`src/rtl/seq_divider_32b.sv`:
```
// Multi-cycle signed restoring divider: one quotient bit per clock on operand
// magnitudes, then a single sign-fix edge; result packs {remainder, quotient}.
//
// Ports:
//   clk, resetn            clock, asynchronous active-low reset
//   start                  request; accepted only while idle
//   dividend, divisor      signed operands, captured on the accepting edge
//   busy                   high from the accepting edge until the result edge
//   done                   one-cycle pulse, result valid
//   div_by_zero            divisor was zero; held with the result
//   quotient, remainder    signed results (truncating division)
//   result                 {remainder, quotient}
module seq_divider_32b #(
    parameter int WIDTH = 32
) (
    input  logic               clk,
    input  logic               resetn,
    input  logic               start,
    input  logic [WIDTH-1:0]   dividend,
    input  logic [WIDTH-1:0]   divisor,
    output logic               busy,
    output logic               done,
    output logic               div_by_zero,
    output logic [WIDTH-1:0]   quotient,
    output logic [WIDTH-1:0]   remainder,
    output logic [2*WIDTH-1:0] result
);

    localparam int CW = $clog2(WIDTH) + 1;
    localparam logic [CW-1:0] LAST = CW'(WIDTH - 1);
    localparam logic [CW-1:0] ONE  = CW'(1);

    typedef enum logic [1:0] {
        S_IDLE,
        S_ITER,
        S_FIX
    } state_t;

    state_t state;
    state_t state_d;

    logic [CW-1:0]    cnt;
    logic [WIDTH-1:0] p;
    logic [WIDTH-1:0] a;
    logic [WIDTH-1:0] dvsr_mag;
    logic [WIDTH-1:0] dvd_raw;
    logic             sign_q;
    logic             sign_r;
    logic             dbz;

    logic [WIDTH:0]   p_sh;
    logic [WIDTH:0]   trial;
    logic             take;
    logic [WIDTH-1:0] p_next;
    logic [WIDTH-1:0] q_fix;
    logic [WIDTH-1:0] r_fix;

    // |v|; the most negative value maps to 2^(WIDTH-1), still valid unsigned
    function automatic logic [WIDTH-1:0] mag(input logic [WIDTH-1:0] v);
        return v[WIDTH-1] ? -v : v;
    endfunction

    // Next-state logic
    always_comb begin
        state_d = state;
        case (state)
            S_IDLE: begin
                if (start) begin
                    state_d = (divisor == '0) ? S_FIX : S_ITER;
                end
            end
            S_ITER: begin
                if (cnt == LAST) begin
                    state_d = S_FIX;
                end
            end
            S_FIX: begin
                state_d = S_IDLE;
            end
            default: begin
                state_d = S_IDLE;
            end
        endcase
    end

    always_ff @(posedge clk or negedge resetn) begin
        if (!resetn) begin
            state <= S_IDLE;
        end else begin
            state <= state_d;
        end
    end

    // Restoring step. p < divisor holds between steps, so the shifted value
    // is below 2*divisor and the WIDTH+1-bit difference keeps a valid sign.
    always_comb begin
        p_sh   = {p, a[WIDTH-1]};
        trial  = p_sh - {1'b0, dvsr_mag};
        take   = ~trial[WIDTH];
        p_next = take ? trial[WIDTH-1:0] : p_sh[WIDTH-1:0];
    end

    // Sign correction; divide-by-zero returns all ones and the raw dividend
    always_comb begin
        q_fix = sign_q ? -a : a;
        r_fix = sign_r ? -p : p;
        if (dbz) begin
            q_fix = '1;
            r_fix = dvd_raw;
        end
    end

    always_ff @(posedge clk or negedge resetn) begin
        if (!resetn) begin
            cnt         <= '0;
            p           <= '0;
            a           <= '0;
            dvsr_mag    <= '0;
            dvd_raw     <= '0;
            sign_q      <= 1'b0;
            sign_r      <= 1'b0;
            dbz         <= 1'b0;
            busy        <= 1'b0;
            done        <= 1'b0;
            div_by_zero <= 1'b0;
            quotient    <= '0;
            remainder   <= '0;
            result      <= '0;
        end else begin
            done <= 1'b0;
            case (state)
                S_IDLE: begin
                    if (start) begin
                        dvd_raw     <= dividend;
                        a           <= mag(dividend);
                        dvsr_mag    <= mag(divisor);
                        sign_q      <= dividend[WIDTH-1] ^ divisor[WIDTH-1];
                        sign_r      <= dividend[WIDTH-1];
                        dbz         <= (divisor == '0);
                        p           <= '0;
                        cnt         <= '0;
                        div_by_zero <= 1'b0;
                        busy        <= 1'b1;
                    end
                end
                S_ITER: begin
                    p   <= p_next;
                    a   <= {a[WIDTH-2:0], take};
                    cnt <= cnt + ONE;
                end
                S_FIX: begin
                    quotient    <= q_fix;
                    remainder   <= r_fix;
                    result      <= {r_fix, q_fix};
                    div_by_zero <= dbz;
                    done        <= 1'b1;
                    busy        <= 1'b0;
                end
                default: begin
                    busy <= 1'b0;
                end
            endcase
        end
    end

endmodule

```
`config.mk`:
```
export PLATFORM = sky130hd
export DESIGN_NAME = seq_divider_32b
export DESIGN_NICKNAME = d
export VERILOG_FILES = /design/src/rtl/seq_divider_32b.sv
export SDC_FILE = /design/constraint.sdc
export NUM_CORES = 1
export LEC_CHECK = 0
export CORE_UTILIZATION = 35
export DETAILED_ROUTE_END_ITERATION = 8
export GPL_TIMING_DRIVEN = 0
export PLACE_DENSITY = 0.67
export SYNTH_ARGS = -nofsm -noshare
export SYNTH_HDL_FRONTEND = slang
export SYNTH_SLANG_ARGS = --single-unit
export TNS_END_PERCENT = 10
```
`constraint.sdc`:
```
create_clock -name clk -period 2.89 [get_ports clk]
set_input_delay 0.867 -clock clk [delete_from_list [all_inputs] [get_ports clk]]
set_output_delay 0.867 -clock clk [all_outputs]
set_load 0.05 [all_outputs]
```
==> flow_results.org <==
** Logic synthesis
- Number of flops mapped to enable cells by yosys :: 0
- Averaged over all synthesized cells, the footprint is 8.30 um2.
- For this run, the leading register cell type out of synthesis is sky130_fd_sc_hd__dfrtp_1.
- Fraction of post-synthesis cell area in the top cell type by area :: between 30 and 40%
- Ranking of synthesized cells by area :: sky130_fd_sc_hd__dfrtp_1 39%, sky130_fd_sc_hd__nand2_1 8.1%, sky130_fd_sc_hd__xor2_1 6.9%, sky130_fd_sc_hd__o21ai_0 6.7%, sky130_fd_sc_hd__a21oi_1 4.2%
- In this run the cell area of the synthesized design comes to between 0.01 and 0.015 mm2.
- Number of storage elements in the synthesis netlist :: 205
- Synthesis produced between 1,500 and 2,000 cells.
- Cell accounting for the most synthesized area :: sky130_fd_sc_hd__dfrtp_1
- Sequential elements use about 40% of the synthesized area.
- Yosys cell types :: 69
- Net count of the mapped netlist :: 1,680
- Count of synthesis-stage warnings from yosys :: 0
- Ys async rst share :: 100%

** Setup path
- The startpoint identified for the worst register-to-register timing path is a[31].
- Critical path cell sequence :: inv_4, ha_4, fa_2, nand2b_4, a21oi_4, o21ai_4, o21ai_2, a41oi_2, and3b_2, nor2_4, buf_6, buf_16, mux2i_1, o21ai_1
- The critical path starts at a[31].
- STA classifies the critical path endpoint as a flop.
- In this run the worst setup path terminates at p[9].
- Crit-path slowest cell :: sky130_fd_sc_hd__dfrtp_1
- FF-to-FF End :: p[9]
- Setup slack on the worst flop-to-flop path :: -0.08 ns
- Counting buffers and inverters, the worst setup path is 14 cells deep.
- Arrival time worst endpoint :: 3.37 ns
- Kind of start point of the critical path :: flop
- WP buf/inv :: 3
- Data required time of the worst path :: 3.29 ns
- Stage delay of the slowest cell on the critical path :: between 0.3 and 0.4 ns
- For the worst flop-to-flop path, the logic depth is 14.
- Critical path's top delay family :: compound AO/OA/AOI/OAI gates
- The critical path is of the flop to flop type.
- Crit path max fanout :: 5

** Final layout
- Counting the fill cells in the layout gives 3,541.
- In the final layout, the share of cells above drive strength 1 is 14.2%.
- Storage element area :: between 0.005 and 0.006 mm2
- Synthesis-to-layout area growth :: 33.2%
- Number of nets in the final layout :: 1,932
- The multi-input combinational cells in the finished layout cover a total of 0.00753 mm2.
- With fillers left out, the area of the finished cells amounts to 0.0174 mm2.

** Timing
- Setup skew after layout :: roughly 0.015 ns
- The final max-slew violation count was 0.
- After layout, the worst setup slack is -0.0757 ns.
- Post-Route Setup TNS :: -0.528 ns
- Slew at the pin with the worst max-slew slack :: around 0.95 ns
- Setup-failing EPs final :: 16
- The worst path uses 103% of the clock period.
- The number of hold violations in the final report was 0.
- The worst pin sits at a relative slew slack of 36.9%.
- The routed design could run at a clock period as short as 2.97 ns.
- Setup repair after global routing missed its margin :: true
- Timing would allow up to 337 MHz.

** Routing
- In the routed design, unresolved DRC markers number 0.
- The first detailed-routing pass took 5 iterations.
- Final Routed Wirelength :: a little over 40,000 um
- Routed wire length per instance :: between 15 and 20 um
- Number of vias per cell :: 5.29
- For this block, the via count after detailed routing is 12,200.
- The detailed router finished its first iteration with 879 violations.
- Post-detailed-route count of antenna-violating nets :: 0

** Floorplan
- Standard-cell rows :: 70
- Die width :: 195 um
- DIE AREA :: 0.0381 mm2
- In this run the standard cell core region covers 0.0367 mm2.
- Initial cell density of the core :: ~36%
- In this run the count of I/O pins placed on the die edge is 198.
- Y dimension of the die :: 195 um

** Clock network
- Max H-tree Level :: 1
- Hold repair after CTS inserted 0 buffers.
- Clock Sink Count :: between 200 and 250
- Clk root buf :: sky130_fd_sc_hd__clkbuf_16
- Later-pin clock latency in the skew report :: about 0.55 ns
- The clock passes through at most 3 buffers.
- CTS Buf Count :: 25
- Clk slew on worst S/H paths :: 0.06 ns
- TritonCTS built the clock tree.

** Place
- Detailed placement ended at an HPWL of 30,000 um.
- Number of port buffers :: a little under 200
- At the end of routability-driven placement, the weighted congestion stood at 0.916.
- In this run the cell area measured after placement is 0.0157 mm2.

** Pwr
- For this design the static power due to leakage is between 7 and 8 nW.
- Dividing total power by cell area gives a power density of 1200 mW/mm2.
- The worst-case IR drop observed on VDD is 0.000703 V.

** Global route
- Total global routing overflow :: 0
- Wire length of the first global-routing pass :: 63,300 um
- The via count of the first global-routing pass came to 12,100.
- All-layer global routing usage :: 20.6%
- Largest net degree at the start of global routing :: 111
- Antenna violations before repair :: 1

** Outcome
- Violations in the final reports :: negative setup slack
- Run status :: finished with violations

** Hold path
- The worst hold path belongs to the class input pin to asynchronous set/reset pin.

** Job
- Number of max-capacitance violations reported :: 0
metal layers:
layer | vias to the layer above | global-route usage, % | wire length (um)
li1 | 5908 | - | -
met1 | 5815 | 25.7 | 17300
met2 | 416 | 36.4 | 20100
met3 | 100 | 2.42 | 1890
met4 | 0 | 7.61 | 1400
met5 | - | 0 | 0
metrics by stage:
stage	utilization [%]	hold WS [ns]	instances	total power, mW	setup slack, ns
after floorplan	-	0.443	1575	12.8	-0.189
after global routing	47.4	0.399	2313	22.2	-0.169
after global placement	42.6	0.463	2239	15.3	-7.53
after detailed placement	42.7	0.464	2240	15.6	-0.971
after CTS	46.5	0.365	2303	20.0	-0.0862
final	47.4	0.326	2313	20.9	-0.0757
registers in the layout, summed over array words and instances (netlist names), 2 cells and up:
name and count:
a 32, cnt 6, dvd_raw 32, dvsr_mag 32, p 32, quotient 31
remainder 32, state 2
layout make-up:
type	count	share of cell area (%)
multi-input cells	1169	43.2
flip-flops and latches	205	29.5
repair buffers	233	13.4
plain buffers	143	4.69
clock buffers	38	4.16
well taps	468	3.36
inverters	50	1.09
clock inverters	6	0.561
diodes	1	0.0144
cell families (layout without fill, tap and decap cells):
group / count (synthesis) / in the layout / synth area share [%]
adder cells (fa/ha/maj): 38 / 38 / 3.69
AND/OR/NAND/NOR: 516 / 516 / 17.5
flip-flops: 205 / 205 / 39.2
XOR/XNOR: 144 / 144 / 9.65
multiplexers: 29 / 29 / 2.24
other: 0 / 1 / 0
buffers and inverters: 201 / 470 / 7.70
AO/OA/AOI/OAI: 442 / 442 / 20.0
cells in the mapped netlist (all sizes together), types with 13 or more instances:
cell      n
o22ai    28
clkbuf   80
nand2b   14
inv      48
buf      71
a21o     13
o31ai    32
nand2   281
nand3    21
nor3     16
o21ai   176
a22oi    13
o41ai    22
xor2    103
a21oi   111
mux2i    27
xnor2    41
nor2    110
ha       37
dfrtp   205
placed cells by master (no fill, tap or decap), drive strengths merged, types with 6 or more instances in the layout:
| cell type | count |
|---|---|
| buf | 110 |
| ha | 37 |
| nand3 | 21 |
| a21oi | 111 |
| o22ai | 28 |
| nor2b | 7 |
| dlygate4sd2 | 13 |
| inv | 49 |
| dlymetal6s2s | 6 |
| nand2b | 14 |
| or3 | 12 |
| clkbuf | 113 |
| clkdlybuf4s50 | 172 |
| mux2i | 27 |
| dfrtp | 205 |
| and3 | 6 |
| a211oi | 6 |
| o211ai | 6 |
| nor3 | 16 |
| nor4 | 9 |
| o31ai | 32 |
| xor2 | 103 |
| nor2 | 110 |
| xnor2 | 41 |
| o21ai | 176 |
| o41ai | 22 |
| nand2 | 281 |
| nand4 | 7 |
| a2bb2oi | 6 |
| a21o | 13 |
| a22oi | 13 |
| or4 | 12 |
worst reg2reg max path: stages (launching register included):
cell	delay, ns
sky130_fd_sc_hd__dfrtp_1	0.38
sky130_fd_sc_hd__inv_4	0.07
sky130_fd_sc_hd__ha_4	0.17
sky130_fd_sc_hd__fa_2	0.34
sky130_fd_sc_hd__nand2b_4	0.16
sky130_fd_sc_hd__a21oi_4	0.18
sky130_fd_sc_hd__o21ai_4	0.11
sky130_fd_sc_hd__o21ai_2	0.19
sky130_fd_sc_hd__a41oi_2	0.17
sky130_fd_sc_hd__and3b_2	0.28
sky130_fd_sc_hd__nor2_4	0.15
sky130_fd_sc_hd__buf_6	0.17
sky130_fd_sc_hd__buf_16	0.13
sky130_fd_sc_hd__mux2i_1	0.23
sky130_fd_sc_hd__o21ai_1	0.09
worst min path at each step:
stage	cells past startpoint	slack [ns]	endpoint
finish	1	0.33	quotient[11]
global route	1	0.40	quotient[11]
CTS	1	0.37	quotient[11]
detailed placement	2	0.46	dvd_raw[26]
global placement	2	0.46	dvd_raw[26]
floorplan	2	0.44	dvsr_mag[31]
where the power goes:
group | switching [mW] | total, mW | leakage [nW] | internal [mW]
sequential | 1.29 | 5.31 | 2.60 | 4.02
clock | 1.25 | 3.16 | 0.400 | 1.90
combinational | 6.90 | 12.4 | 4.50 | 5.48
what timing repair did:
item / 4_1_cts / 5_1_grt
gates cloned: 2 / 0
pin swaps: 30 / 44
setup endpoints to repair: 55 / 63
buffers inserted: 23 / 11
resized for setup: 123 / 87
No activity file was read; power rests on OpenSTA's default activity.
